===== config.mk =====
export PLATFORM = sky130hd
export DESIGN_NAME = serial_frame_rx
export DESIGN_NICKNAME = d
export VERILOG_FILES = /design/src/rtl/serial_pkg.sv /design/src/rtl/serial_rx_out_reg.sv /design/src/rtl/serial_frame_rx.sv
export SDC_FILE = /design/constraint.sdc
export NUM_CORES = 1
export LEC_CHECK = 0
export ABC_CLOCK_PERIOD_IN_PS = 2350
export BUFFER_PORTS_ARGS = -buffer_cell sky130_fd_sc_hd__buf_2
export CAP_MARGIN = 25
export CORE_AREA = 2 2 76 78
export DETAILED_ROUTE_END_ITERATION = 6
export DIE_AREA = 0 0 78 80
export PLACE_DENSITY = 0.39
export RECOVER_POWER = 25
export SLEW_MARGIN = 5
export SYNTH_ARGS = -nofsm -noshare
export SYNTH_HDL_FRONTEND = slang
export SYNTH_SLANG_ARGS = --single-unit

===== constraint.sdc =====
create_clock -name clk -period 2.35 [get_ports clk]
set_input_delay 0.3525 -clock clk [delete_from_list [all_inputs] [get_ports clk]]
set_output_delay 0.3525 -clock clk [all_outputs]
set_load 0.005 [all_outputs]

===== src/rtl/serial_pkg.sv =====
// serial_pkg
//   Shared definitions for the serial framing blocks: receiver FSM state
//   encoding and the line levels of the start and stop bits (also used by
//   the upstream framer).
package serial_pkg;

    typedef enum logic [1:0] {
        IDLE   = 2'd0,
        DATA   = 2'd1,
        PARITY = 2'd2,
        STOP   = 2'd3
    } rx_state_t;

    localparam logic START_LVL = 1'b1;
    localparam logic STOP_LVL  = 1'b0;

endpackage


===== src/rtl/serial_rx_out_reg.sv =====
// serial_rx_out_reg
//   One-entry valid/ready holding register for received words.
//   Ports:
//     clk, rst_n   clock, asynchronous active-low reset
//     i_load       a good word is offered this cycle
//     i_data       word offered with i_load
//     i_ready      downstream accepts the held word
//     o_data       held word (stable while o_valid && !i_ready)
//     o_valid      o_data holds an unconsumed word
//     o_overrun    one-cycle pulse: offered word dropped, register full
module serial_rx_out_reg #(
    parameter int DATA_W = 8
) (
    input  logic              clk,
    input  logic              rst_n,
    input  logic              i_load,
    input  logic [DATA_W-1:0] i_data,
    input  logic              i_ready,
    output logic [DATA_W-1:0] o_data,
    output logic              o_valid,
    output logic              o_overrun
);

    logic [DATA_W-1:0] r_data;
    logic              r_valid;
    logic              r_overrun;
    logic              w_xfer;

    assign w_xfer = r_valid & i_ready;

    always_ff @(posedge clk or negedge rst_n) begin
        if (!rst_n) begin
            r_data    <= '0;
            r_valid   <= 1'b0;
            r_overrun <= 1'b0;
        end else begin
            r_overrun <= 1'b0;
            if (i_load) begin
                // A word leaving on this edge frees the slot for the new one.
                if (!r_valid || w_xfer) begin
                    r_data  <= i_data;
                    r_valid <= 1'b1;
                end else begin
                    r_overrun <= 1'b1;
                end
            end else if (w_xfer) begin
                r_valid <= 1'b0;
            end
        end
    end

    assign o_data    = r_data;
    assign o_valid   = r_valid;
    assign o_overrun = r_overrun;

endmodule


===== src/rtl/serial_frame_rx.sv =====
// serial_frame_rx
//   Framed serial receiver: start bit (1), DATA_W data bits LSB first,
//   optional even-parity bit, stop bit (0). Good words go out on a
//   valid/ready port; bad frames are dropped with a one-cycle error pulse.
//   Ports:
//     clk, rst_n   clock, asynchronous active-low reset
//     s_in         serial line, idle 0, sampled every rising edge
//     m_data       received word
//     m_valid      m_data holds an unconsumed word
//     m_ready      downstream accepts the word
//     frame_err    one-cycle pulse: stop bit sampled as 1
//     parity_err   one-cycle pulse: parity mismatch
//     overrun      one-cycle pulse: good word dropped, output full
//
//   state  | meaning
//   IDLE   | waiting for a start bit
//   DATA   | shifting data bit r_cnt
//   PARITY | latching the parity bit
//   STOP   | sampling the stop bit and judging the frame
module serial_frame_rx
    import serial_pkg::*;
#(
    parameter int DATA_W    = 8,
    parameter bit PARITY_EN = 1'b1
) (
    input  logic              clk,
    input  logic              rst_n,
    input  logic              s_in,
    output logic [DATA_W-1:0] m_data,
    output logic              m_valid,
    input  logic              m_ready,
    output logic              frame_err,
    output logic              parity_err,
    output logic              overrun
);

    localparam int CNT_W = (DATA_W > 1) ? $clog2(DATA_W) : 1;
    localparam logic [CNT_W-1:0] LAST_BIT = CNT_W'(DATA_W - 1);

    rx_state_t         r_state;
    logic [CNT_W-1:0]  r_cnt;
    logic [DATA_W-1:0] r_shift;
    logic              r_par_bit;
    logic              r_frame_err;
    logic              r_parity_err;

    logic              w_stop_bad;
    logic              w_par_bad;
    logic              w_word_good;

    assign w_stop_bad  = (s_in != STOP_LVL);
    assign w_par_bad   = PARITY_EN && ((^r_shift) != r_par_bit);
    // Stop error wins over parity error; only one verdict per frame.
    assign w_word_good = (r_state == STOP) && !w_stop_bad && !w_par_bad;

    always_ff @(posedge clk or negedge rst_n) begin
        if (!rst_n) begin
            r_state      <= IDLE;
            r_cnt        <= '0;
            r_shift      <= '0;
            r_par_bit    <= 1'b0;
            r_frame_err  <= 1'b0;
            r_parity_err <= 1'b0;
        end else begin
            r_frame_err  <= 1'b0;
            r_parity_err <= 1'b0;
            case (r_state)
                IDLE: begin
                    if (s_in == START_LVL) begin
                        r_state <= DATA;
                        r_cnt   <= '0;
                    end
                end
                DATA: begin
                    r_shift[r_cnt] <= s_in;
                    if (r_cnt == LAST_BIT) begin
                        r_state <= PARITY_EN ? PARITY : STOP;
                    end else begin
                        r_cnt <= r_cnt + CNT_W'(1);
                    end
                end
                PARITY: begin
                    r_par_bit <= s_in;
                    r_state   <= STOP;
                end
                STOP: begin
                    r_frame_err  <= w_stop_bad;
                    r_parity_err <= !w_stop_bad && w_par_bad;
                    r_state      <= IDLE;
                end
                default: r_state <= IDLE;
            endcase
        end
    end

    serial_rx_out_reg #(
        .DATA_W (DATA_W)
    ) u_out_reg (
        .clk       (clk),
        .rst_n     (rst_n),
        .i_load    (w_word_good),
        .i_data    (r_shift),
        .i_ready   (m_ready),
        .o_data    (m_data),
        .o_valid   (m_valid),
        .o_overrun (overrun)
    );

    assign frame_err  = r_frame_err;
    assign parity_err = r_parity_err;

endmodule


[Yosys cells after proc, flatten, opt, wreduce, memory -nomap -nowiden]
Cells that the tools add are included.
Operators by class
  $add $sub $neg: 1
  $lt $le $gt $ge: 2
  equality and inequality tests: 9
  mux-type cells: 16
  bitwise gates (word level): 1
  reductions and logical operators: 16
Operators by type and width (count)
  $bwmux W8: 1
  $mux W1: 8
  $ne A2 B2 Y1 const B: 4
  $pmux W2 S4: 1
  $reduce_xor A8 Y1: 1
  $mux W3: 2
  $pmux W3 S2: 1
  $reduce_and A2 Y1: 3
  $eq A2 B2 Y1 const B: 2
  $logic_and A1 B1 Y1: 4
  $lt A3 B4 Y1 const B: 1
  $mux W2: 2
  $reduce_bool A2 Y1: 2
  $add A3 B1 Y3 const B: 1
  $demux W1 S3: 1
  $eq A3 B3 Y1 const B: 1
  $ge A3 B1 Y1 const B: 1
  $logic_not A1 Y1: 3
  $reduce_and A3 Y1: 1
  $eq A2 B1 Y1 const B: 1
  $logic_not A2 Y1: 1
  $and A1 B1 Y1: 1
  $logic_or A1 B1 Y1: 1
  $ne A1 B1 Y1: 1
Word-level totals
  flip-flop bits (word level): 26
  bits of input ports: 4
  output and inout port bits: 12
  word-level logic and storage cells: 54

[Logic depth before layout (Yosys ltp)]
Gate-level depths: netlist of run 1.
  depth after elaboration: 6
  gate-level depth with buffers: 6
  gate-level depth less buffers: 6

[Cells and area by module]
Synthesis of run 1 repeated with hierarchy kept, for this count alone.
Second synthesis, totals
  cells, all modules: 104
  area total of the unflattened synthesis: 1331.3 µm²
Modules (own cells, without submodules)
  serial_frame_rx: times used 1, cells an instance 81, area each 924.6 µm², seq. area each 400.4 µm²
  serial_rx_out_reg: times used 1, cells an instance 23, area each 406.6 µm², seq. area each 250.2 µm²

[Least setup slack after synthesis of run 1]
Ideal clock, no wire load.
  path type: register to register
  start point: register r_shift[2]
  end point: register u_out_reg.r_data[0], in the netlist u_out_reg.o_data[0]
  library setup time: 0.125 ns
  data arrival time: 1.656 ns
  required time: 2.225 ns
  setup slack: 0.569 ns
  stages on the path, launching flop included: 5
  path buffers: 0
  period minus slack after synthesis: 1.781 ns
  cell sequence: dfrtp_1 > xor2_1 > xnor3_2 > mux2i_4 > mux2_2
On the way
  longest elaborated chain between the ends: 5
Ends and longest elaborated chain
  from (decl): line serial_frame_rx.sv:42  | logic [DATA_W-1:0] r_shift;
  from (signal, indexed assignment): line serial_frame_rx.sv:75  | r_shift[r_cnt] <= s_in;
  $reduce_xor A8 Y1: line serial_frame_rx.sv:52  | assign w_par_bad = PARITY_EN && ((^r_shift) != r_par_bit);
  $ne A1 B1 Y1: line serial_frame_rx.sv:52
  $logic_not A1 Y1: line serial_frame_rx.sv:54  | assign w_word_good = (r_state == STOP) && !w_stop_bad && !w_par_bad;
  $logic_and A1 B1 Y1: line serial_frame_rx.sv:54
  $reduce_and A2 Y1 (no line)
  to (signal assigned): line serial_rx_out_reg.sv:41  | r_data <= i_data;
  to (decl): line serial_rx_out_reg.sv:24  | logic [DATA_W-1:0] r_data;
Every way passes these cells.
A chain may end at the register's enable or synchronous reset.

[Worst setup path after layout of run 1]
  start point: register r_shift[2]
  end point: register u_out_reg.r_data[2], in the netlist u_out_reg.o_data[2]
On the way
  longest elaborated chain between the ends: 5
Ends and longest elaborated chain (line)
  $reduce_xor A8 Y1: serial_frame_rx.sv:52
  $ne A1 B1 Y1: serial_frame_rx.sv:52
  $logic_not A1 Y1: serial_frame_rx.sv:54
  $logic_and A1 B1 Y1: serial_frame_rx.sv:54
  $reduce_and A2 Y1 (no line)
Parallel ways exist; a longest one is shown, timed or not.

==> key figures, run 1 <==
Outcome
  – Status: finished, final reports clean

Timing
  – Slew HR: under 10%
  – Worst hold margin: roughly 0.36 ns
  – Skew final: around 0.007 ns
  – Setup TNS Final: 0 ns
  – Fin crit share: 81.8%
  – FMAX: 520 MHz
  – Final setup violation count: 0
  – Fin. Hold Viols: 0
  – Max Slew Vio Count: 0
  – RSZ-0062 raised after global routing: false
  – Minimum clock period: 1.92 ns
  – Measured slew at the worst slew-check pin: 1.43 ns

Floorplanning
  – Core ar.: 5410 um2
  – DIE HEIGHT: 80 um
  – Die width: 78 um
  – Starting density of the core: 24.4%
  – Die area: approximately 6200 um2
  – Rows: 27
  – Total I/O pin count: 16

Routing
  – Total routed wirelength: around 2400 um
  – Routed via count: roughly 800
  – WL/cell: 12.5 um
  – # DRC: 0
  – DRT iter0 DRCs: 19
  – Vias/cell: 4.19
  – Antenna Nets Post-Route: 0
  – Pre-Repair DR Iteration Count: 4

Logic synthesis
  – Synth cell types: 30
  – Post-synthesis sequential area ratio: 49.4%
  – Mapped Nets: around 110
  – Synth Warn #: 0
  – Register bit count reported by yosys: 26
  – Post-Syn Area per Cell: 13.0 um2
  – Post-synthesis cell count: 101
  – Cell area after synthesis: 1320 um2

Placement
  – Buffers on Ports: 15
  – Post-DP Area: roughly 1500 um2
  – DP Wirelength: 1750 um
  – RD Place Congestion: 0.673

Flow run
  – Max Cap Viol: 0

Clock network
  – Clock tree from TritonCTS: built
  – CTS Buffer Depth: 2
  – CTS clk-pin slew, worst paths: 0.09 ns
  – # clock sinks: 26
  – Clock Latency Late Sink: 0.27 ns
  – TritonCTS buffer count: 3
  – Hold_buf cts: 0
  – # H-tree levels: 1
  – Setup bufs post-CTS: 0
  – Post-cts sizing count: 0
  – CTS root buf: clkbuf_8

Layout
  – Multi-input logic area: 639 um2
  – Number of diodes: 0
  – Final Cell Area: 1550 um2
  – Fillcell total: 567
  – Final core utilization: 28.7%
  – Layout cell share with drive strength beyond 1: 37.3%
  – Area delta synth->final: 17.9%
  – Sequential cell area: 651 um2
  – Nets: 130

Setup path
  – Biggest cell delay along the critical path: 0.45 ns
  – Setup crit end kind: flip-flop
  – Levels on crit path: 4
  – Crit path max-delay family: multiplexers
  – FF-to-FF path depth: 4
  – Critical path required time: ~2.5 ns
  – CP Buf/Inv Count: 0
  – Crit path arrival time: 2.09 ns
  – Slowest CP cell: xnor3_2
  – CP Cell Sequence: xor2_1 > xnor3_2 > mux2i_4 > mux2_2
  – Worst Path Max Fanout: 8
  – Crit start category: flip-flop
  – Crit Path Class: flip-flop to flip-flop

GRT
  – Total GRT Usage: 8.47%
  – Number of global-route vias before repair: 815
  – Global-route wire length before repair: about 4200 um
  – Largest net degree at the start of global routing: 27
  – Total gr overflow: 0
  – Initial antenna violation count: 0

Pwr
  – Pwr/cell area: approximately 1400 nW/um2
  – Leak: 0.709 nW
  – Max VDD drop: 446 uV

Hold path
  – Worst hold path depth: 3
  – Hold WC Path Type: input port to flip-flop
## placed cells by master (no fill, tap or decap), types with 2 or more instances in the layout
master and instances:
a22o_1 4, buf_2 14, buf_4 2, clkbuf_8 3, dfrtp_1 26, ha_1 7
inv_1 3, mux2_2 18, nand2_1 2, nand2b_1 2, nand4b_1 2, nor2_1 3
nor2b_1 2, nor3_1 2, nor3b_1 3, o21ai_0 5, xnor2_1 2, xnor3_2 2
xor2_1 2
## metal layers
| layer | global-route usage (%) | part of all wire (%) | vias up |
|---|---|---|---|
| met5 | 0 | 0 | - |
| met2 | 12.4 | 43 | 17 |
| met3 | 2.83 | 4.9 | 2 |
| met1 | 12.2 | 51 | 388 |
| met4 | 1.58 | 0.72 | 0 |
| li1 | - | - | 390 |
## state kept, by name, summed over array words and instances, names as in the netlist
signal,cells
r_shift,8
u_out_reg.o_valid,1
parity_err,1
r_cnt,3
r_par_bit,1
u_out_reg.o_data,8
frame_err,1
r_state,2
u_out_reg.o_overrun,1
## cell type report
cell class,instances,share of cell area [%]
flip-flops and latches,26,41.9
multi-input cells,68,41.2
well taps,72,5.81
repair buffers,17,5.73
clock buffers,3,2.66
clock inverters,1,1.94
inverters,3,0.726
## cells in the mapped netlist (all sizes together)
master	number	area, um2
mux2i	2	32.5
buf	1	3.75
and2b	1	8.76
xnor3	2	47.6
xnor2	2	17.5
o21bai	1	7.51
nor2	3	11.3
a22oi	1	7.51
o21ai	5	25.0
xor2	2	17.5
clkbuf	3	11.3
mux2	18	203
dfrtp	26	651
and3b	1	8.76
a21oi	1	5.00
nand4b	2	17.5
nand3	1	5.00
inv	3	11.3
a22o	4	35.0
nand2b	2	12.5
and2	1	6.26
or2b	1	8.76
nor3	3	26.3
nor2b	2	12.5
nand2	2	7.51
ha	7	87.6
nor3b	3	22.5
nand4	1	6.26
## path summary, 6_finish.rpt
kind                                  endpoint  slack [ns]           startpoint
min in group asynchronous  u_out_reg.o_data[0]        0.40                rst_n
hold / removal             u_out_reg.o_overrun        0.36              m_ready
max in group asynchronous             r_cnt[1]        1.11                rst_n
setup / recovery           u_out_reg.o_data[2]        0.43           r_shift[2]
setup reg to reg           u_out_reg.o_data[2]        0.43           r_shift[2]
hold reg to reg            u_out_reg.o_data[6]        0.51  u_out_reg.o_data[6]
## report_power, final
group / leakage (nW) / total (mW) / switching, mW / internal (mW)
Clock: 0.0357 / 0.366 / 0.139 / 0.228
Sequential: 0.328 / 0.794 / 0.162 / 0.633
Combinational: 0.345 / 1.03 / 0.457 / 0.576
## kinds of logic after synthesis
family,count (synthesis),share of synthesized area [%]
flops,26,49.4
simple gates,23,11.7
mux,20,17.9
compound gates,12,6.08
buf+inv,7,2.00
fa+ha+maj,7,6.65
xor+xnor,6,6.27
## metrics by stage
stage	setup WS [ns]	total power, mW	cells
floorplan	0.569	1.59	101
global placement	0.400	1.85	186
detailed placement	0.397	1.86	186
CTS	0.394	2.24	190
global route	0.307	2.38	190
finish	0.429	2.19	190
## tightest hold or removal path: cells and delay by family
family / cells / cell delay (ns)
buffers and inverters: 1 / 0.08
and+or+nand+nor: 2 / 0.17
No activity file was read; power rests on OpenSTA's default activity.
==> run 2, diff against run 1 <==
--- a/config.mk
+++ b/config.mk
@@ -5,13 +5,14 @@
 export SDC_FILE = /design/constraint.sdc
 export NUM_CORES = 1
 export LEC_CHECK = 0
-export ABC_CLOCK_PERIOD_IN_PS = 2350
+export ABC_AREA = 1
+export ABC_CLOCK_PERIOD_IN_PS = 1700
 export BUFFER_PORTS_ARGS = -buffer_cell sky130_fd_sc_hd__buf_2
 export CAP_MARGIN = 25
 export CORE_AREA = 2 2 76 78
 export DETAILED_ROUTE_END_ITERATION = 6
 export DIE_AREA = 0 0 78 80
-export PLACE_DENSITY = 0.39
+export PLACE_DENSITY = 0.4
 export RECOVER_POWER = 25
 export SLEW_MARGIN = 5
 export SYNTH_ARGS = -nofsm -noshare
==> constraint.sdc (replaced) <==
create_clock -name clk -period 1.7 [get_ports clk]
set_input_delay 0.255 -clock clk [delete_from_list [all_inputs] [get_ports clk]]
set_output_delay 0.255 -clock clk [all_outputs]
set_load 0.005 [all_outputs]
==> key figures, run 2 <==
Layout
  – Fillcell total: approximately 600
  – Sequential cell area: 654 um2
  – Final Cell Area: 1540 um2
  – Area delta synth->final: 16.9%
  – Most frequent cells in the layout: 47 x nand2_1, 23 x dfrtp_1, 19 x inv_1
  – Final non-filler cell total: roughly 250
  – Final core utilization: between 20% and 30%
  – Commonest non-fill, non-tap cell in the layout: nand2_1
  – Multi-input logic area: 578 um2
  – Layout cell share with drive strength beyond 1: 20.0%
  – Number of diodes: 0
  – Nets: 188

Setup path
  – Crit start category: flip-flop
  – Reg-to-reg critical path endpoint: r_shift[4]
  – Worst R2R Start: r_state[1]
  – Crit path arrival time: 1.71 ns
  – Critical Path Source: r_state[1]
  – Setup crit end kind: flip-flop
  – Crit path capture: r_shift[4]
  – Worst Path Max Fanout: 6
  – R2r setup slk: 0.19 ns
  – Critical path required time: approximately 1.9 ns
  – Crit Path Class: flip-flop to flip-flop
  – FF-to-FF path depth: 7

Routing
  – Total routed wirelength: 2630 um
  – Routed via count: 1065
  – # DRC: 0
  – Vias/cell: 4.31
  – WL/cell: 10.6 um
  – DRT iter0 DRCs: 45
  – Pre-Repair DR Iteration Count: 4
  – Antenna Nets Post-Route: 0

Clock network
  – Hold_buf cts: 0
  – # clock sinks: 26
  – CTS Buffer Depth: 2
  – Clock Latency Late Sink: 0.27 ns
  – CTS clk-pin slew, worst paths: 0.09 ns
  – CTS root buf: clkbuf_8
  – TritonCTS buffer count: 3
  – Clock tree from TritonCTS: built
  – # H-tree levels: 1

Logic synthesis
  – Post-synthesis sequential area ratio: 49.5%
  – Top cell type by total area after synthesis: dfrtp_1
  – Top FF cell, synth: dfrtp_1
  – Post-synth EDFFs: 0
  – Post-synthesis simple-gate area fraction: 27.7%
  – Largest family of logic cells by synthesized area: simple AND/OR/NAND/NOR gates
  – Synth cell types: 20
  – Top-count cell post-synth: nand2_1
  – Synth Warn #: 0
  – Post-Syn Area per Cell: ~8.4 um2
  – Register bit count reported by yosys: 26
  – Synth area leaders: dfrtp_1 50%, nand2_1 13%, ha_1 6.7%
  – Mapped Nets: ~170
  – Post-synthesis cell count: 156
  – Most common library cells after synthesis: 47 x nand2_1, 26 x dfrtp_1, 19 x inv_1, 9 x a21oi_1, 8 x nand4_1
  – Cell area after synthesis: 1310 um2
  – Post-synthesis adder-cell area fraction: 6.67%
  – Xor/xnor share of the synthesized area: 0.667%
  – Synth Area in Compound Gates: 8.57%
  – Share of the synthesized area in the top cell type: 49.5%
  – Asr flop ratio synth: between 90% and 100%
  – Post-synthesis mux area share: 0%

Floorplanning
  – DIE HEIGHT: about 80 um
  – Core ar.: 5410 um2
  – Rows: 27
  – Die area: between 6000 and 7000 um2
  – Starting density of the core: 24.3%
  – Die width: 78 um
  – Total I/O pin count: 16

GRT
  – Global-route wire length before repair: 4750 um
  – Total gr overflow: 0
  – Initial antenna violation count: 0
  – GRT busiest layer: met2
  – Met3 Use GR: 3.28%
  – Largest net degree at the start of global routing: 27
  – Total GRT Usage: 9.50%
  – Met1 global-route usage: between 10% and 20%
  – Met2 usage in global routing: 15.3%
  – Number of global-route vias before repair: 1007

Pwr
  – Leak: approximately 0.82 nW
  – Max VDD drop: 446 uV
  – Sequential power share: 39.0%
  – Pwr/cell area: around 1700 nW/um2
  – Clock network power share: roughly 13%
  – Sw Pwr: 1.17 mW
  – Pint: 1.51 mW
  – Sw Ratio: 43.8%
  – Comb power frac: 48.2%

Timing
  – Minimum clock period: 1.51 ns
  – Setup TNS Final: 0 ns
  – FMAX: 660 MHz
  – Skew final: 0.00517 ns
  – Max Slew Vio Count: 0
  – Fin crit share: 89.1%
  – Setup slack after layout: 0.185 ns
  – Measured slew at the worst slew-check pin: 1.45 ns
  – Fin. Hold Viols: 0
  – Slew HR: around 3.4%
  – Final setup violation count: 0

Placement
  – Placed cells: 242
  – Pre-CTS WS: between 0.1 and 0.15 ns
  – Buffers on Ports: 15
  – DP Wirelength: 1980 um
  – RD Place Congestion: 0.734
  – Post-DP Area: 1470 um2

Outcome
  – Status: finished, final reports clean

Hold path
  – Hold WC Path Type: input port to flip-flop

Flow run
  – Max Cap Viol: 0
-- run 2: timing repair --
item | in CTS | in global routing
setup endpoints to repair | 0 | 8
setup buffers | 0 | 2
resized for setup | 0 | 4
-- run 2: power groups by stage --
stage | combinational [mW] | sequential (mW) | clock, mW
global placement | 1.22 | 1.05 | 0
CTS | 1.25 | 1.05 | 0.364
floorplan | 0.964 | 1.03 | 0
detailed placement | 1.25 | 1.06 | 0
finish | 1.29 | 1.04 | 0.344
global route | 1.50 | 1.08 | 0.403
-- run 2: how the worst min path moves through the flow --
| stage | start | end | slack, ns | cells past startpoint |
|---|---|---|---|---|
| after floorplan | rst_n | frame_err | -0.04 | 0 |
| after global placement | rst_n | u_out_reg.o_valid | 0.29 | 1 |
| after detailed placement | rst_n | u_out_reg.o_overrun | 0.31 | 1 |
| after CTS | rst_n | r_state[0] | 0.01 | 1 |
| after global routing | s_in | parity_err | 0.21 | 2 |
| final | s_in | parity_err | 0.22 | 2 |
-- run 2: routing by layer --
metal,vias to the layer above,wire [um]
met4,0,17
met3,2,114
met5,-,0
met1,495,1320
met2,19,1170
li1,549,-
-- run 2: cells by family after synthesis --
| group | after synthesis |
|---|---|
| and+or+nand+nor | 79 |
| DFF | 26 |
| buffers and inverters | 22 |
| AOI/OAI and AO/OA | 21 |
| adders and majority gates | 7 |
| xor gates and xnor gates | 1 |
-- run 2: final cells by class --
type | instances | share of cell area (%)
clock buffer | 3 | 2.69
inverter | 20 | 4.89
multi-input combinational | 108 | 37.7
sequential | 26 | 42.6
tap | 72 | 5.87
timing repair buffer | 18 | 6.28
-- run 2: through the flow --
step | hold WS (ns) | power (mW)
floorplan | -0.0406 | 1.99
global placement | 0.287 | 2.27
detailed placement | 0.309 | 2.31
CTS | 0.0112 | 2.66
global route | 0.207 | 2.99
finish | 0.225 | 2.68
-- run 2: worst max-delay path: stages, from the launching register on --
cell	delay, ns
dfrtp_1	0.41
inv_1	0.12
ha_1	0.23
inv_1	0.10
nor2_1	0.18
buf_4	0.19
a21oi_1	0.06
a31oi_1	0.14
